File: src/rtl/dc_mem_ctrl_pkg.sv
// Shared definitions for the data-cache memory controller: FSM encoding,
// default geometry, command field widths and line alignment.
package dc_mem_ctrl_pkg;

   localparam int ADDR_W        = 32;
   localparam int DATA_W        = 32;
   localparam int LEN_W         = 8;
   localparam int WB_ENTRY_W    = ADDR_W + DATA_W;
   localparam int DEF_WB_DEPTH  = 4;
   localparam int DEF_BURST_LEN = 4;

   typedef enum logic [1:0] {
      ST_IDLE  = 2'd0,
      ST_WCMD  = 2'd1,
      ST_RCMD  = 2'd2,
      ST_RDATA = 2'd3
   } dc_state_e;

   // Debug view of internal state; counters are zero-extended to 8 bits.
   typedef struct packed {
      dc_state_e  state;
      logic [7:0] wb_count;
      logic [7:0] beat_cnt;
      logic       rd_pend;
      logic       busy;
   } dc_dbg_t;

   // Clears the byte offset within a refill line of burst_len words.
   function automatic logic [ADDR_W-1:0] line_align(input logic [ADDR_W-1:0] addr,
                                                    input int burst_len);
      logic [ADDR_W-1:0] mask;
      mask = ADDR_W'(burst_len * 4) - ADDR_W'(1);
      return addr & ~mask;
   endfunction

endpackage

File: src/rtl/dc_mem_ctrl_if.sv
// Cache-side and memory-side signal bundle of the memory controller.
// Memory command channel: the controller raises io_mem_cmd_valid with all
// command fields and keeps them unchanged until a rising edge where
// io_mem_cmd_ready is also 1; that edge is the single transfer point.
interface dc_mem_ctrl_if;
   import dc_mem_ctrl_pkg::*;

   // cache write-through path
   logic              io_wr_req;
   logic [ADDR_W-1:0] io_wr_addr;
   logic [DATA_W-1:0] io_wr_data;
   logic              io_wr_full;
   // cache refill path
   logic              io_rd_req;
   logic [ADDR_W-1:0] io_rd_addr;
   logic              io_rd_valid;
   logic [DATA_W-1:0] io_rd_data;
   logic              io_rd_last;
   logic              io_busy;
   // memory command channel
   logic              io_mem_cmd_valid;
   logic              io_mem_cmd_ready;
   logic              io_mem_cmd_wr;
   logic [ADDR_W-1:0] io_mem_cmd_addr;
   logic [DATA_W-1:0] io_mem_cmd_wdata;
   logic [LEN_W-1:0]  io_mem_cmd_len;
   // memory read beats
   logic              io_mem_rvalid;
   logic [DATA_W-1:0] io_mem_rdata;

   // controller view
   modport slave (
      input  io_wr_req, io_wr_addr, io_wr_data, io_rd_req, io_rd_addr,
             io_mem_cmd_ready, io_mem_rvalid, io_mem_rdata,
      output io_wr_full, io_rd_valid, io_rd_data, io_rd_last, io_busy,
             io_mem_cmd_valid, io_mem_cmd_wr, io_mem_cmd_addr,
             io_mem_cmd_wdata, io_mem_cmd_len
   );

   // cache + memory view
   modport master (
      output io_wr_req, io_wr_addr, io_wr_data, io_rd_req, io_rd_addr,
             io_mem_cmd_ready, io_mem_rvalid, io_mem_rdata,
      input  io_wr_full, io_rd_valid, io_rd_data, io_rd_last, io_busy,
             io_mem_cmd_valid, io_mem_cmd_wr, io_mem_cmd_addr,
             io_mem_cmd_wdata, io_mem_cmd_len
   );

endinterface

File: src/rtl/dc_wr_fifo.sv
// Synchronous write buffer: DEPTH entries of {addr,data}. Flags come from
// the registered count, so a pop in the same cycle never frees room for a
// push into a full buffer.
module dc_wr_fifo #(
   parameter int DEPTH = 4,
   parameter int WIDTH = 64
) (
   input  logic                     clk,
   input  logic                     reset,
   input  logic                     push,
   input  logic [WIDTH-1:0]         push_data,
   input  logic                     pop,
   output logic [WIDTH-1:0]         head,
   output logic                     full,
   output logic                     empty,
   output logic [$clog2(DEPTH):0]   count
);

   localparam int PTR_W = $clog2(DEPTH);
   localparam int CNT_W = PTR_W + 1;

   logic [WIDTH-1:0] mem [DEPTH];
   logic [PTR_W-1:0] wr_ptr;
   logic [PTR_W-1:0] rd_ptr;
   logic             do_push;
   logic             do_pop;

   assign full    = (count == CNT_W'(DEPTH));
   assign empty   = (count == '0);
   assign do_push = push && !full;
   assign do_pop  = pop && !empty;
   assign head    = mem[rd_ptr];

   // Pointers wrap naturally because DEPTH is a power of two.
   always_ff @(posedge clk or negedge reset) begin
      if (!reset) begin
         wr_ptr <= '0;
         rd_ptr <= '0;
         count  <= '0;
      end else begin
         if (do_push) wr_ptr <= wr_ptr + PTR_W'(1);
         if (do_pop)  rd_ptr <= rd_ptr + PTR_W'(1);
         if (do_push && !do_pop)      count <= count + CNT_W'(1);
         else if (!do_push && do_pop) count <= count - CNT_W'(1);
      end
   end

   // Storage is only meaningful between the pointers, so it needs no reset.
   always_ff @(posedge clk) begin
      if (do_push) mem[wr_ptr] <= push_data;
   end

endmodule

File: src/rtl/dc_mem_ctrl.sv
// Data-cache memory controller: buffers write-through words, drains them as
// single-word write commands, and serves one line refill at a time as a
// burst read. Buffered writes always reach memory before a refill command.
module dc_mem_ctrl
   import dc_mem_ctrl_pkg::*;
#(
   parameter int WB_DEPTH  = DEF_WB_DEPTH,
   parameter int BURST_LEN = DEF_BURST_LEN
) (
   input  logic         clk,
   input  logic         reset,
   dc_mem_ctrl_if.slave bus,
   output dc_dbg_t      dbg
);

   localparam int CNT_W    = $clog2(BURST_LEN) + 1;
   localparam int WB_CNT_W = $clog2(WB_DEPTH) + 1;

   dc_state_e         state;
   logic [CNT_W-1:0]  beat_cnt;
   logic              rd_pend;
   logic              busy;
   logic [ADDR_W-1:0] line_addr;

   logic              cmd_valid;
   logic              cmd_wr;
   logic [ADDR_W-1:0] cmd_addr;
   logic [DATA_W-1:0] cmd_wdata;
   logic [LEN_W-1:0]  cmd_len;
   logic              rd_valid;
   logic              rd_last;
   logic [DATA_W-1:0] rd_data;

   logic [WB_ENTRY_W-1:0] fifo_head;
   logic                  fifo_full;
   logic                  fifo_empty;
   logic [WB_CNT_W-1:0]   fifo_count;
   logic                  fifo_pop;
   logic                  rd_accept;

   // A write command leaves the buffer on the edge memory accepts it.
   assign fifo_pop  = (state == ST_WCMD) && bus.io_mem_cmd_ready;
   assign rd_accept = bus.io_rd_req && !busy;

   dc_wr_fifo #(
      .DEPTH (WB_DEPTH),
      .WIDTH (WB_ENTRY_W)
   ) u_wr_fifo (
      .clk       (clk),
      .reset     (reset),
      .push      (bus.io_wr_req),
      .push_data ({bus.io_wr_addr, bus.io_wr_data}),
      .pop       (fifo_pop),
      .head      (fifo_head),
      .full      (fifo_full),
      .empty     (fifo_empty),
      .count     (fifo_count)
   );

   // Main sequencer: refill bookkeeping, command issue and beat return.
   always_ff @(posedge clk or negedge reset) begin
      if (!reset) begin
         state     <= ST_IDLE;
         beat_cnt  <= '0;
         rd_pend   <= 1'b0;
         busy      <= 1'b0;
         line_addr <= '0;
         cmd_valid <= 1'b0;
         cmd_wr    <= 1'b0;
         cmd_addr  <= '0;
         cmd_wdata <= '0;
         cmd_len   <= '0;
         rd_valid  <= 1'b0;
         rd_last   <= 1'b0;
         rd_data   <= '0;
      end else begin
         rd_valid <= 1'b0;
         rd_last  <= 1'b0;
         rd_data  <= '0;

         // busy stays up through the cycle that presents the last word
         if (rd_accept) begin
            busy      <= 1'b1;
            rd_pend   <= 1'b1;
            line_addr <= line_align(bus.io_rd_addr, BURST_LEN);
         end else if (rd_last) begin
            busy <= 1'b0;
         end

         case (state)
            ST_IDLE: begin
               if (!fifo_empty) begin
                  state     <= ST_WCMD;
                  cmd_valid <= 1'b1;
                  cmd_wr    <= 1'b1;
                  cmd_len   <= LEN_W'(1);
                  cmd_addr  <= fifo_head[WB_ENTRY_W-1:DATA_W];
                  cmd_wdata <= fifo_head[DATA_W-1:0];
               end else if (rd_pend) begin
                  state     <= ST_RCMD;
                  cmd_valid <= 1'b1;
                  cmd_wr    <= 1'b0;
                  cmd_len   <= LEN_W'(BURST_LEN);
                  cmd_addr  <= line_addr;
                  cmd_wdata <= '0;
               end
            end
            ST_WCMD: begin
               if (bus.io_mem_cmd_ready) begin
                  state     <= ST_IDLE;
                  cmd_valid <= 1'b0;
                  cmd_wr    <= 1'b0;
                  cmd_len   <= '0;
                  cmd_addr  <= '0;
                  cmd_wdata <= '0;
               end
            end
            ST_RCMD: begin
               if (bus.io_mem_cmd_ready) begin
                  state     <= ST_RDATA;
                  rd_pend   <= 1'b0;
                  beat_cnt  <= CNT_W'(BURST_LEN);
                  cmd_valid <= 1'b0;
                  cmd_len   <= '0;
                  cmd_addr  <= '0;
               end
            end
            ST_RDATA: begin
               if (bus.io_mem_rvalid) begin
                  rd_valid <= 1'b1;
                  rd_data  <= bus.io_mem_rdata;
                  beat_cnt <= beat_cnt - CNT_W'(1);
                  if (beat_cnt == CNT_W'(1)) begin
                     rd_last <= 1'b1;
                     state   <= ST_IDLE;
                  end
               end
            end
            default: state <= ST_IDLE;
         endcase
      end
   end

   assign bus.io_wr_full       = fifo_full;
   assign bus.io_busy          = busy;
   assign bus.io_rd_valid      = rd_valid;
   assign bus.io_rd_data       = rd_data;
   assign bus.io_rd_last       = rd_last;
   assign bus.io_mem_cmd_valid = cmd_valid;
   assign bus.io_mem_cmd_wr    = cmd_wr;
   assign bus.io_mem_cmd_addr  = cmd_addr;
   assign bus.io_mem_cmd_wdata = cmd_wdata;
   assign bus.io_mem_cmd_len   = cmd_len;

   assign dbg = '{state:    state,
                  wb_count: 8'(fifo_count),
                  beat_cnt: 8'(beat_cnt),
                  rd_pend:  rd_pend,
                  busy:     busy};

endmodule

File: src/flat_wrapper.sv
// flat-port wrapper written by rule: the top's interface ports become plain ports
module dc_mem_ctrl_flat import dc_mem_ctrl_pkg::*;
#(
   parameter int WB_DEPTH  = DEF_WB_DEPTH,
   parameter int BURST_LEN = DEF_BURST_LEN
)
  (clk, reset, dbg, bus_io_wr_req, bus_io_wr_addr, bus_io_wr_data, bus_io_rd_req, bus_io_rd_addr, bus_io_mem_cmd_ready, bus_io_mem_rvalid, bus_io_mem_rdata, bus_io_wr_full, bus_io_rd_valid, bus_io_rd_data, bus_io_rd_last, bus_io_busy, bus_io_mem_cmd_valid, bus_io_mem_cmd_wr, bus_io_mem_cmd_addr, bus_io_mem_cmd_wdata, bus_io_mem_cmd_len);
  dc_mem_ctrl_if bus_i ();
  input  logic clk;
  input  logic reset;
  output dc_dbg_t dbg;
  input wire logic [$bits(bus_i.io_wr_req)-1:0] bus_io_wr_req;
  input wire logic [$bits(bus_i.io_wr_addr)-1:0] bus_io_wr_addr;
  input wire logic [$bits(bus_i.io_wr_data)-1:0] bus_io_wr_data;
  input wire logic [$bits(bus_i.io_rd_req)-1:0] bus_io_rd_req;
  input wire logic [$bits(bus_i.io_rd_addr)-1:0] bus_io_rd_addr;
  input wire logic [$bits(bus_i.io_mem_cmd_ready)-1:0] bus_io_mem_cmd_ready;
  input wire logic [$bits(bus_i.io_mem_rvalid)-1:0] bus_io_mem_rvalid;
  input wire logic [$bits(bus_i.io_mem_rdata)-1:0] bus_io_mem_rdata;
  output wire logic [$bits(bus_i.io_wr_full)-1:0] bus_io_wr_full;
  output wire logic [$bits(bus_i.io_rd_valid)-1:0] bus_io_rd_valid;
  output wire logic [$bits(bus_i.io_rd_data)-1:0] bus_io_rd_data;
  output wire logic [$bits(bus_i.io_rd_last)-1:0] bus_io_rd_last;
  output wire logic [$bits(bus_i.io_busy)-1:0] bus_io_busy;
  output wire logic [$bits(bus_i.io_mem_cmd_valid)-1:0] bus_io_mem_cmd_valid;
  output wire logic [$bits(bus_i.io_mem_cmd_wr)-1:0] bus_io_mem_cmd_wr;
  output wire logic [$bits(bus_i.io_mem_cmd_addr)-1:0] bus_io_mem_cmd_addr;
  output wire logic [$bits(bus_i.io_mem_cmd_wdata)-1:0] bus_io_mem_cmd_wdata;
  output wire logic [$bits(bus_i.io_mem_cmd_len)-1:0] bus_io_mem_cmd_len;
  assign bus_i.io_wr_req = bus_io_wr_req;
  assign bus_i.io_wr_addr = bus_io_wr_addr;
  assign bus_i.io_wr_data = bus_io_wr_data;
  assign bus_i.io_rd_req = bus_io_rd_req;
  assign bus_i.io_rd_addr = bus_io_rd_addr;
  assign bus_i.io_mem_cmd_ready = bus_io_mem_cmd_ready;
  assign bus_i.io_mem_rvalid = bus_io_mem_rvalid;
  assign bus_i.io_mem_rdata = bus_io_mem_rdata;
  assign bus_io_wr_full = bus_i.io_wr_full;
  assign bus_io_rd_valid = bus_i.io_rd_valid;
  assign bus_io_rd_data = bus_i.io_rd_data;
  assign bus_io_rd_last = bus_i.io_rd_last;
  assign bus_io_busy = bus_i.io_busy;
  assign bus_io_mem_cmd_valid = bus_i.io_mem_cmd_valid;
  assign bus_io_mem_cmd_wr = bus_i.io_mem_cmd_wr;
  assign bus_io_mem_cmd_addr = bus_i.io_mem_cmd_addr;
  assign bus_io_mem_cmd_wdata = bus_i.io_mem_cmd_wdata;
  assign bus_io_mem_cmd_len = bus_i.io_mem_cmd_len;
  dc_mem_ctrl #(.WB_DEPTH(WB_DEPTH), .BURST_LEN(BURST_LEN)) u_core (.clk(clk), .reset(reset), .bus(bus_i), .dbg(dbg));
endmodule
File: config.mk
export PLATFORM = sky130hd
export DESIGN_NAME = dc_mem_ctrl_flat
export DESIGN_NICKNAME = d
export VERILOG_FILES = /design/src/rtl/dc_mem_ctrl_pkg.sv /design/src/rtl/dc_mem_ctrl_if.sv /design/src/rtl/dc_wr_fifo.sv /design/src/rtl/dc_mem_ctrl.sv /design/src/flat_wrapper.sv
export SDC_FILE = /design/constraint.sdc
export NUM_CORES = 1
export LEC_CHECK = 0
export CORE_AREA = 2 2 166 168
export DETAILED_ROUTE_END_ITERATION = 10
export DIE_AREA = 0 0 168 170
export GPL_TIMING_DRIVEN = 0
export PLACE_DENSITY_LB_ADDON = 0.05
export SETUP_SLACK_MARGIN = 0.02
export SLEW_MARGIN = 20
export SYNTH_ARGS = -nofsm -noshare
export SYNTH_HDL_FRONTEND = slang
export SYNTH_SLANG_ARGS = --single-unit
File: constraint.sdc
create_clock -name clk -period 7.9 [get_ports clk]
set_input_delay 1.185 -clock clk [delete_from_list [all_inputs] [get_ports clk]]
set_output_delay 1.185 -clock clk [all_outputs]
set_load 0.05 [all_outputs]
Word-level counts from Yosys, hierarchy flattened
Memories as Yosys holds them, arrays and structs flattened.
Cells that the tools add are included.

storage, ports and cells
  bits in registers = 150
  RAM bits = 256
  input port bits = 134
  output and inout bits = 130
  logic and storage cells = 100
  memories kept = 1

memory list
  memory                depth  bits a word  rd ports  clocked after Yosys merged registers in  write ports  line              RTL
  u_core.u_wr_fifo.mem  4      64           1         0                                        1            dc_wr_fifo.sv:22  logic [WIDTH-1:0] mem [DEPTH];

operators by class
  add/subtract/negate cells = 5
  eq/ne operators = 11
  multiplexer cells = 44
  reduce and logical (&&, ||, !) cells = 23

operators by type and width
  kind                 number
  $mux 32              7
  $pmux 32 s2          2
  $mux 8               3
  $mux 1               17
  $pmux 8 s2           1
  $mux 2               6
  $mux 3               4
  $reduce_bool 2->1    5
  $reduce_and 3->1     3
  $pmux 2 s4           1
  $logic_and 1x1->1    6
  $ne 2x2->1 const B   3
  $pmux 3 s2           1
  $sub 3x1->3 const B  2
  $logic_not 1->1      5
  $reduce_and 5->1     1
  $add 2x1->2 const B  2
  $eq 2x2->1 const B   2
  $ne 2x1->1 const B   2
  $pmux 1 s2           2
  $add 3x1->3 const B  1
  $eq 3x1->1 const B   1
  $eq 3x3->1 const B   1
  $logic_not 3->1      1
  other kinds (4)      4

Depth between registers and ports, before layout
  depth in word-level cells = 7
  gate-level depth with buffers = 10
  depth with buffers taken out = 9

Hierarchy
A second synthesis with hierarchy kept.

second synthesis, totals
  cells, all modules = 795
  area total of the unflattened synthesis = 15277.2 sq um

modules (own cells, without submodules)
  module       times used  cells each  area an instance (sq um)  sequential area each (sq um)
  dc_wr_fifo   1           370         9649.3                    7862.5
  dc_mem_ctrl  1           425         5627.9                    3428.3

Least setup slack after synthesis
No wires, ideal clock.

  path type = register -> register
  from = reg u_core.u_wr_fifo.count[2]
  to = mem u_core.u_wr_fifo.mem[0][0] (enable)
  setup time = 0.546 ns
  arrival = 3.088 ns
  required time = 7.354 ns
  slack = 4.266 ns
  stages on the path, launching flop included = 5
  buffers on the path = 1
  clock period less this slack = 3.634 ns
  cell sequence = dfrtp_1 -> nor3b_1 -> nor2b_1 -> clkbuf_1 -> and2_1

on the way
  word-level cells in the longest chain between the ends = 5

ends and longest elaborated chain
  what                          line                RTL
  start: declaration            dc_wr_fifo.sv:16    output logic [$clog2(DEPTH):0] count
  start signal: assignment      dc_wr_fifo.sv:43    if (do_push && !do_pop) count <= count + CNT_W'(1);
  start signal: assignment      dc_wr_fifo.sv:44    else if (!do_push && do_pop) count <= count - CNT_W'(1);
  $eq 3x3->1                    dc_wr_fifo.sv:28    assign full = (count == CNT_W'(DEPTH));
  via bus_io_wr_full            flat_wrapper.sv:20  output wire logic [$bits(bus_i.io_wr_full)-1:0] bus_io_wr_full;
  $logic_not 1->1               dc_wr_fifo.sv:30    assign do_push = push && !full;
  $logic_and 1x1->1             dc_wr_fifo.sv:30
  via u_core.u_wr_fifo.do_push  dc_wr_fifo.sv:25    logic do_push;
  $mux 1                        dc_wr_fifo.sv:50    if (do_push) mem[wr_ptr] <= push_data;
  $mux 1 (not written as such)  dc_wr_fifo.sv:50
  end: declaration              dc_wr_fifo.sv:22

The timed path passes the listed nets, and every way through them passes these cells.

Final worst setup path
  from = reg u_core.u_wr_fifo.count[0]
  to = out bus_io_wr_full

on the way
  word-level cells in the longest chain between the ends = 1

ends and longest elaborated chain
  what              line
  $eq 3x3->1        dc_wr_fifo.sv:28
  end: declaration  flat_wrapper.sv:20

Every way passes these cells.

==> results.cfg <==
[placed_design]
place_area_um2 = 18200
hpwl_um = 20700
gp_congestion = 0.766
port-buffer-count = 242
place_ws_ps = 4460

[detailed_routing]
drt_iter0_markers = 505
routed_via_density = 5.51
remaining_drc_errors = 0
dr.pass1.iters = 4
wl_per_cell_um = 21.1
postRouteAntennaNets = 0
routed-via-count = 8336
wl_um = 31900

[timing]
finClkSkew_ps = 14.2
finalCriticalPeriod_ps = 3330
max_freq_ghz = 0.300
rsz0062_at_grt = no
worstMarginPinSlew_ps = 1000
hold_viol_final = 0
post-route-period-util = 0.422
drv_slew = 0
whs_ps = 477
setup_ws_ps = 4570
slew_headroom = 0.330
setup_viol_count_final = 0

[synth]
synth_cell_types = 38
synthFlopType = edfxtp_1
syn_avg_cell_area_um2 = 18.1
syn_inst = 834
yosys.area.top_type = edfxtp_1
ys_async_sr_fraction = 0.360
synth_edf_count = 256
ys_seq_area_frac = 0.746
yosys_warnings = 0
synth_area_leaders = edfxtp_1 51%, dfrtp_1 24%, mux4_2 9.5%
netlist_area_um2 = 15100
synth-seq-cells = 400
synth_top_area_frac = 0.508

[clocking]
tritoncts = yes
cts_setup_buffers = 0
clock_latency_ps = 530
cts-root-buf = clkbuf_16
clk_pin_slew_worst_paths_ps = 60
cts.sinks = 400
post_cts_resized = 0
cts_buffers = 41
htreeDepth = 2
clockBufferDepth = 3
ctsHoldBuffers = 0

[hold_path]
whs_path_depth = 1
hold_path_class = flip-flop to flip-flop

[finish]
syn2layout_area_growth_pct = 28.3
num-nets-final = 1286
drive_gt1_frac = 0.171
fin_util = 0.729
fin_area_um2 = 19400

[worst_setup_path]
worstSetupEndpointType = output port
reg2reg_depth = 10
critical_path_arrival_ps = 2150
cp_max_fo = 6
setup.worst_path.class = flip-flop to output port
required_ps = 6710
crit_path_start_kind = flip-flop

[power_and_ir_drop]
powerDensity_nw_per_um2 = 382
finalPower_mw = 7.43
peakVddDrop_mv = 0.264
p_leak_nw = 7.54

[grt]
grt_pass1_vias = 8660
grt_max_degree = 95
grt_remaining_overflow = 0
grt_use_total = 0.227
grt_pass1_wl_um = 49200
antenna_found_initial = 3

[floorplan]
die_h_um = 170
io_pins = 264
coreArea_um2 = 26700
std_cell_rows = 60
die_width_um = 168
start_util = 0.568
die-area_um2 = 28600

[run]
cap_violations = 0

[status]
outcome = finished, final reports clean
-- registers in the layout, indices dropped and copies added, names as in the netlist, 2 cells and up --
name / cells
u_core.bus.io_rd_data: 32
u_core.bus.io_mem_cmd_addr: 32
u_core.line_addr: 28
u_core.bus.io_mem_cmd_wdata: 32
u_core.u_wr_fifo.count: 3
u_core.u_wr_fifo.wr_ptr: 2
u_core.beat_cnt: 3
u_core.state: 2
u_core.u_wr_fifo.rd_ptr: 2
u_core.u_wr_fifo.mem: 256
u_core.bus.io_mem_cmd_len: 2
-- power breakdown --
group / switching, mW / internal, mW
Clock: 0.754 / 1.04
Combinational: 1.62 / 1.09
Sequential: 0.185 / 2.74
Total: 2.56 / 4.87
-- critical path, stage by stage, from the launching register on --
cell,delay (ps)
dfrtp_1,470
nor3b_1,300
clkdlybuf4s50_1,860
-- cell usage after synthesis, drive strengths merged, types with 9 or more instances --
| library cell | instances |
|---|---|
| ha | 12 |
| edfxtp | 256 |
| buf | 38 |
| nor2 | 10 |
| a22o | 61 |
| mux4 | 64 |
| mux2 | 31 |
| clkbuf | 27 |
| dfrtp | 144 |
| and3 | 33 |
| nand2 | 97 |
| inv | 9 |
-- layer usage --
layer,vias to the layer above,global-route usage,share of wire
met2,280,0.383,0.50
met3,51,0.0544,0.073
li1,3773,-,-
met4,4,0.0582,0.019
met5,-,0,0.00082
met1,4228,0.303,0.41
-- cells in the final DEF, fill, tap and decap left out, types with 3 or more instances in the layout --
cell type and count:
clkbuf_16 43, o21ai_0 7, mux2_2 31, and2_4 4, xnor2_1 4, nor2_1 10, clkbuf_1 46, edfxtp_1 256
inv_1 9, ha_1 12, conb_1 16, mux4_2 64, buf_2 16, a22o_1 61, clkdlybuf4s50_1 241, nand2_1 97
a21oi_1 6, clkinv_2 8, nand2b_1 3, clkbuf_8 4, dfrtp_1 144, buf_4 19, and3_1 33, mux2i_1 3
nor2b_1 3, buf_12 4
-- final cells by class --
| type | count | area, um2 |
|---|---|---|
| timing repair buffer | 247 | 2530 |
| buffer | 65 | 343 |
| multi-input combinational | 375 | 3540 |
| antenna | 1 | 2.50 |
| sequential | 400 | 11300 |
| fill | 1735 | 7220 |
| tap | 341 | 427 |
| clock buffer | 66 | 1200 |
| inverter | 9 | 33.8 |
| clock inverter | 10 | 56.3 |
-- final timing paths --
check                                     startpoint                              end  slack (ps)
hold reg to reg             u_core.bus.io_mem_cmd_wr         u_core.bus.io_mem_cmd_wr         480
max in group asynchronous                      reset  u_core.bus.io_mem_cmd_wdata[28]        6470
setup / recovery           u_core.u_wr_fifo.count[0]                   bus_io_wr_full        4570
min in group asynchronous                      reset              u_core.line_addr[7]         700
hold / removal              u_core.bus.io_mem_cmd_wr         u_core.bus.io_mem_cmd_wr         480
setup reg to reg           u_core.u_wr_fifo.count[0]        u_core.u_wr_fifo.count[2]        5190
-- cell families (layout without fill, tap and decap cells) --
kind of cell,after synthesis,in the layout,share of synthesized area
flops,400,400,0.746
simple gates,159,159,0.0481
mux,98,98,0.120
compound gates,83,83,0.0459
buf+inv,74,397,0.0249
fa+ha+maj,13,13,0.0112
xor+xnor,6,6,0.00347
other cells,1,17,0.000248
-- through the flow --
stage,setup TNS (ps),instances
floorplan,0,849
global placement,-91780,1432
detailed placement,0,1437
CTS,0,1513
global route,0,1514
finish,0,1514
Power figures use the tool's default switching activity.
